**config.mk**
```make
export PLATFORM = sky130hd
export DESIGN_NAME = vid_scan_sink
export DESIGN_NICKNAME = d
export VERILOG_FILES = /design/src/rtl/vid_scan_sink.sv
export SDC_FILE = /design/constraint.sdc
export NUM_CORES = 1
export LEC_CHECK = 0
export ABC_CLOCK_PERIOD_IN_PS = 4900
export CAP_MARGIN = 20
export CORE_ASPECT_RATIO = 0.6
export CORE_MARGIN = 2
export CORE_UTILIZATION = 29
export DETAILED_ROUTE_END_ITERATION = 10
export GPL_ROUTABILITY_DRIVEN = 1
export GPL_TIMING_DRIVEN = 1
export SLEW_MARGIN = 40
export SYNTH_ARGS = -nofsm -noshare
export SYNTH_HDL_FRONTEND = slang
export SYNTH_SLANG_ARGS = --single-unit
export TNS_END_PERCENT = 20
```
**constraint.sdc**
```tcl
create_clock -name clk_i -period 4.9 [get_ports clk_i]
set_clock_uncertainty 0.1 [all_clocks]
set_input_delay 0.735 -clock clk_i [delete_from_list [all_inputs] [get_ports clk_i]]
set_output_delay 0.735 -clock clk_i [all_outputs]
set_load 0.02 [all_outputs]
```
**src/rtl/vid_scan_sink.sv**
```systemverilog
`timescale 1ns/1ps
// Display-side sink: raster timing generator plus a small pixel FIFO that drains
// one pixel per active clock and reports which frame the producer should render.
module vid_scan_sink #(
  parameter int H_ACTIVE   = 800,
  parameter int H_FP       = 40,
  parameter int H_SYNC     = 128,
  parameter int H_BP       = 88,
  parameter int V_ACTIVE   = 480,
  parameter int V_FP       = 1,
  parameter int V_SYNC     = 3,
  parameter int V_BP       = 21,
  parameter bit HSYNC_POL  = 1'b1,
  parameter bit VSYNC_POL  = 1'b1,
  parameter int FIFO_DEPTH = 16
) (
  input  logic        clk_i,
  input  logic        rstn,
  input  logic        pixel_valid_i,
  input  logic [23:0] pixel_data_i,
  output logic        pixel_ready_o,
  output logic        frame_idx_o,
  output logic [23:0] rgb_o,
  output logic        hsync_o,
  output logic        vsync_o,
  output logic        de_o,
  output logic        underflow_o
);
  localparam int H_TOTAL = H_ACTIVE + H_FP + H_SYNC + H_BP;
  localparam int V_TOTAL = V_ACTIVE + V_FP + V_SYNC + V_BP;
  localparam int HW      = $clog2(H_TOTAL);
  localparam int VW      = $clog2(V_TOTAL);
  localparam int AW      = $clog2(FIFO_DEPTH);
  localparam int CW      = AW + 1;

  localparam logic [HW-1:0] H_ACT  = HW'(H_ACTIVE);
  localparam logic [HW-1:0] H_SS   = HW'(H_ACTIVE + H_FP);
  localparam logic [HW-1:0] H_SE   = HW'(H_ACTIVE + H_FP + H_SYNC);
  localparam logic [HW-1:0] H_LAST = HW'(H_TOTAL - 1);
  localparam logic [VW-1:0] V_ACT  = VW'(V_ACTIVE);
  localparam logic [VW-1:0] V_SS   = VW'(V_ACTIVE + V_FP);
  localparam logic [VW-1:0] V_SE   = VW'(V_ACTIVE + V_FP + V_SYNC);
  localparam logic [VW-1:0] V_LAST = VW'(V_TOTAL - 1);
  localparam logic [CW-1:0] DEPTH  = CW'(FIFO_DEPTH);

  logic [HW-1:0] r_hcnt, w_hcnt_nxt;
  logic [VW-1:0] r_vcnt, w_vcnt_nxt;
  logic          w_active, w_hsync, w_vsync, w_vblank_start;

  logic [23:0]   r_mem [FIFO_DEPTH];
  logic [AW-1:0] r_wptr, r_rptr;
  logic [CW-1:0] r_count, w_count_nxt;
  logic          w_push, w_pop;

  logic          r_ready, r_frame, r_de, r_hs, r_vs, r_uf;
  logic [23:0]   r_rgb;

  always_comb begin
    w_hcnt_nxt = r_hcnt + 1'b1;
    w_vcnt_nxt = r_vcnt;
    if (r_hcnt == H_LAST) begin
      w_hcnt_nxt = '0;
      w_vcnt_nxt = (r_vcnt == V_LAST) ? '0 : r_vcnt + 1'b1;
    end
  end

  assign w_active       = (r_hcnt < H_ACT) && (r_vcnt < V_ACT);
  assign w_hsync        = (r_hcnt >= H_SS) && (r_hcnt < H_SE);
  assign w_vsync        = (r_vcnt >= V_SS) && (r_vcnt < V_SE);
  // Frame parity flips as the raster enters vertical blanking; the reset state
  // sits on that same point but is not an entry, so it does not toggle.
  assign w_vblank_start = (w_hcnt_nxt == '0) && (w_vcnt_nxt == V_ACT);

  // Ready is registered, so a push can only land when count < depth.
  assign w_push      = pixel_valid_i && r_ready;
  assign w_pop       = w_active && (r_count != '0);
  assign w_count_nxt = r_count + CW'(w_push) - CW'(w_pop);

  always_ff @(posedge clk_i) begin
    if (rstn && w_push) r_mem[r_wptr] <= pixel_data_i;
  end

  always_ff @(posedge clk_i) begin
    if (!rstn) begin
      r_hcnt  <= '0;
      r_vcnt  <= V_ACT;
      r_wptr  <= '0;
      r_rptr  <= '0;
      r_count <= '0;
      r_ready <= 1'b0;
      r_frame <= 1'b0;
      r_rgb   <= '0;
      r_de    <= 1'b0;
      r_hs    <= !HSYNC_POL;
      r_vs    <= !VSYNC_POL;
      r_uf    <= 1'b0;
    end else begin
      r_hcnt  <= w_hcnt_nxt;
      r_vcnt  <= w_vcnt_nxt;
      r_count <= w_count_nxt;
      r_ready <= (w_count_nxt < DEPTH);
      if (w_push) r_wptr <= r_wptr + 1'b1;
      if (w_pop)  r_rptr <= r_rptr + 1'b1;
      if (w_vblank_start) r_frame <= ~r_frame;
      r_de  <= w_active;
      r_hs  <= HSYNC_POL ? w_hsync : !w_hsync;
      r_vs  <= VSYNC_POL ? w_vsync : !w_vsync;
      r_rgb <= w_pop ? r_mem[r_rptr] : '0;
      // Starved active pixel: show black, keep scanning, remember it until reset.
      if (w_active && (r_count == '0)) r_uf <= 1'b1;
    end
  end

  assign pixel_ready_o = r_ready;
  assign frame_idx_o   = r_frame;
  assign rgb_o         = r_rgb;
  assign hsync_o       = r_hs;
  assign vsync_o       = r_vs;
  assign de_o          = r_de;
  assign underflow_o   = r_uf;
endmodule
```
==> flow_summary_export.csv <==
group,metric,value,unit
run_status,status,"complete, no violations",
detailed_routing,drt_wl_total,37100,um
sta,min_period,3180,ps
synth,yosysTopAreaCell,"edfxtp_1",
setup_path,cp.depth,15,
sta,setup_viol,0,
sta,tns,0,ps
power_and_ir_drop,p_int,0.00619,W
setup_path,setup.worst_path.start,"r_count[3]$_SDFF_PN0_",
setup_path,reg2regPathDepth,15,
synth,syn-cell-area,17300,sq um
cells_and_area,nets,994,
power_and_ir_drop,leakagePower,6.32,nW
setup_path,cp_cell_sequence,"inv_1 > ha_1 > or4b_1 > and2_0 > nand2_1 > nand2_1 > ha_1 > inv_1 > fa_1 > inv_1 > a21oi_1 > nor2_1 > nor2_1 > xnor2_1 > and2_1",
placement,place_hpwl,23700,um
floorplanning,rows,69,
clock_network,cts_tree,"yes",
floorplanning,coreArea,59000,sq um
sta,fmax,0.314,GHz
synth,async_flop_share,0,%
sta,worst_slew_pin_slew,745,ps
clock_network,clk_path_buf_depth,3,
cells_and_area,num_antenna_cells,0,
clock_network,clk_latency,560,ps
setup_path,crit_family,"simple AND/OR/NAND/NOR gates",
setup_path,r2r_end,"r_count[4]$_SDFF_PN0_",
setup_path,r2r_start,"r_count[3]$_SDFF_PN0_",
synth,netlist_instances,867,
power_and_ir_drop,p_sw_share,21.3,%
cells_and_area,final_cell_mix,"edfxtp_1 (384), mux4_2 (119), dfxtp_1 (59)",
cells_and_area,final_common_cell,"edfxtp_1",
detailed_routing,dr.pass1.iters,5,
global_routing,first_global_vias,8405,
sta,final-hold-violation-count,0,
setup_path,crit_fanout,14,
synth,synth-main-ff-cell,"edfxtp_1",
cells_and_area,area_delta_synth_final,19.0,%
power_and_ir_drop,ir_drop,0.206,mV
placement,globalplace.congestion,0.767,
sta,worst_slack,1720,ps
clock_network,clk_pin_slew,60,ps
global_routing,grtUsageTotal,12.2,%
worst_hold_path,min_path_type,"reg2reg",
detailed_routing,vias,8426,
power_and_ir_drop,p_comb_share,4.9,%
sta,rsz0062_at_grt,"no",
job,max_cap_viol_count,0,
clock_network,cts_resized,0,
clock_network,cts.root.buffer_cell,"clkbuf_16",
clock_network,cts_hold_buf,0,
clock_network,clock_sinks,447,
synth,yosysUniqueCellTypes,50,
floorplanning,dieArea,61500,sq um
synth,yosysSeqAreaShare,74.1,%
synth,yosys.area.top_type_share,66.8,%
placement,dp_slack,1380,ps
power_and_ir_drop,p_sw,0.00167,W
placement,io_buffers,56,
clock_network,cts_made_buffers,41,
setup_path,cp.arrival,3530,ps
detailed_routing,ant_nets,0,
setup_path,worstSetupStartpointType,"flop",
setup_path,endpoint_kind,"flop",
setup_path,cp_num_buf_inv,3,
power_and_ir_drop,power_frac_clock,41.6,%
setup_path,slowest_stage,"or4b_1",
detailed_routing,via_per_inst,4.78,
synth,syn_nets,910,
floorplanning,initial_core_util,29.3,%
setup_path,endpoint,"r_count[4]$_SDFF_PN0_",
power_and_ir_drop,total_power,0.00786,W
detailed_routing,drt_first_iter_violations,832,
sta,min_period_over_period,64.9,%
synth,ys_seq_elements,447,
clock_network,htree_num_levels,2,
detailed_routing,drc,0,
sta,slew_viol_final,0,
floorplanning,pin_count,57,
setup_path,crit_path_frequent_cell,"inv_1",
floorplanning,die_x,319,um
global_routing,antenna_found_initial,0,
global_routing,grt_remaining_overflow,0,
setup_path,rrSetupSlack,1720,ps
global_routing,grt_max_degree,39,
synth,synth_edf_count,384,
floorplanning,die_h,193,um
cells_and_area,drive_gt1_share,24.2,%
synth,yosys-top-cells-area,"edfxtp_1 (67%), mux4_2 (16%), dfxtp_1 (7.3%)",
synth,yosysWarningCount,0,
setup_path,critPathKind,"reg2reg",
clock_network,cts_setup_buffers,0,
setup_path,cp.required,5240,ps
global_routing,grt_pass1_wl,55800,um
detailed_routing,avgRoutedWirePerCell,21.1,um
sta,slew_headroom,50.2,%
power_and_ir_drop,power_frac_seq,53.5,%
setup_path,slowest_delay,780,ps
synth,synth_area_per_cell,19.9,sq um
power_and_ir_drop,pwr_density_cell,383,nW/um^2
[power by group through the flow]
| stage | clock network (W) | logic, W | registers (W) |
|---|---|---|---|
| 4_1_cts | 0.00334 | 0.000385 | 0.00420 |
| 2_1_floorplan | 0 | 0.000199 | 0.00428 |
| 6_report | 0.00327 | 0.000388 | 0.00420 |
| 5_1_grt | 0.00351 | 0.000428 | 0.00420 |
| 3_3_place_gp | 0 | 0.000377 | 0.00428 |
| 3_5_place_dp | 0 | 0.000385 | 0.00428 |
[cell type report]
class                           count  area (sq um)
Sequential cell                   447         12800
Clock inverter                     22           265
Clock buffer                       51          1090
Multi-Input combinational cell    356          4310
Tap cell                          781           977
Inverter                           19          71.3
Timing Repair Buffer               86           998
Fill cell                        5477         38400
[worst min path at each step]
stage,from,to,slack (ps),cells after the start
floorplan,r_hcnt[0]$_SDFF_PN0_,r_hcnt[0]$_SDFF_PN0_,340,1
global placement,r_hcnt[0]$_SDFF_PN0_,r_hcnt[0]$_SDFF_PN0_,360,1
detailed placement,r_hcnt[8]$_SDFF_PN0_,hsync_o$_SDFF_PN0_,410,2
CTS,r_hcnt[8]$_SDFF_PN0_,hsync_o$_SDFF_PN0_,420,2
global route,underflow_o$_SDFFE_PN0P_,underflow_o$_SDFFE_PN0P_,440,2
finish,r_hcnt[0]$_SDFF_PN0_,r_hcnt[0]$_SDFF_PN0_,410,1
[state kept, by name, indices dropped and copies added, names as in the netlist]
| register | count |
|---|---|
| r_rptr | 4 |
| pixel_ready_o | 1 |
| hsync_o | 1 |
| r_mem | 384 |
| r_hcnt | 11 |
| de_o | 1 |
| frame_idx_o | 1 |
| vsync_o | 1 |
| r_vcnt | 9 |
| r_wptr | 4 |
| rgb_o | 24 |
| r_count | 5 |
| underflow_o | 1 |
[cell usage after synthesis (3+ instances only)]
| cell | number |
|---|---|
| nor3_1 | 9 |
| a21oi_1 | 16 |
| nand2_1 | 28 |
| and2_1 | 6 |
| o21ai_0 | 5 |
| xnor2_1 | 14 |
| clkbuf_1 | 25 |
| dfxtp_1 | 63 |
| nor4_1 | 7 |
| mux4_2 | 119 |
| buf_1 | 11 |
| inv_1 | 19 |
| nand3b_1 | 3 |
| nand4_1 | 6 |
| edfxtp_1 | 384 |
| buf_2 | 6 |
| and3_1 | 29 |
| buf_6 | 3 |
| xor2_1 | 10 |
| nor2_1 | 46 |
| nand3_1 | 9 |
| ha_1 | 15 |
[through the flow]
stage          util [%]  std cells  hold slack (ps)  instance area (sq um)
3_3_place_gp       32.0       1675              365                  18900
5_1_grt            34.8       1762              439                  20500
4_1_cts            34.7       1758              419                  20400
6_report           34.8       1762              405                  20500
2_1_floorplan         -        867              341                  17300
3_5_place_dp       32.4       1685              407                  19100
[worst register-to-register path, stage by stage (launching register included)]
cell and delay, ps:
dfxtp_1 320, inv_1 80, ha_1 160, or4b_1 780
and2_0 390, nand2_1 140, nand2_1 60, ha_1 190
inv_1 70, fa_1 200, inv_1 50, a21oi_1 130
nor2_1 50, nor2_1 110, xnor2_1 90, and2_1 150
[kinds of logic (layout without fill, tap and decap cells)]
group	count (synthesis)	count (layout)	synth area share (%)
compound gates	36	36	1.28
fa+ha+maj	16	16	1.20
mux	120	120	15.6
flops	447	447	74.1
xor+xnor	24	24	1.22
simple gates	160	160	5.00
buf+inv	64	178	1.57
[routing by layer]
layer | vias up | track usage [%] | routed length, um
met2 | 245 | 18.0 | 16200
met1 | 4453 | 18.6 | 18300
met5 | - | 0 | 0
met3 | 47 | 2.50 | 2220
li1 | 3681 | - | -
met4 | 0 | 2.44 | 474
Note: power is estimated with default switching activity, not from simulation.
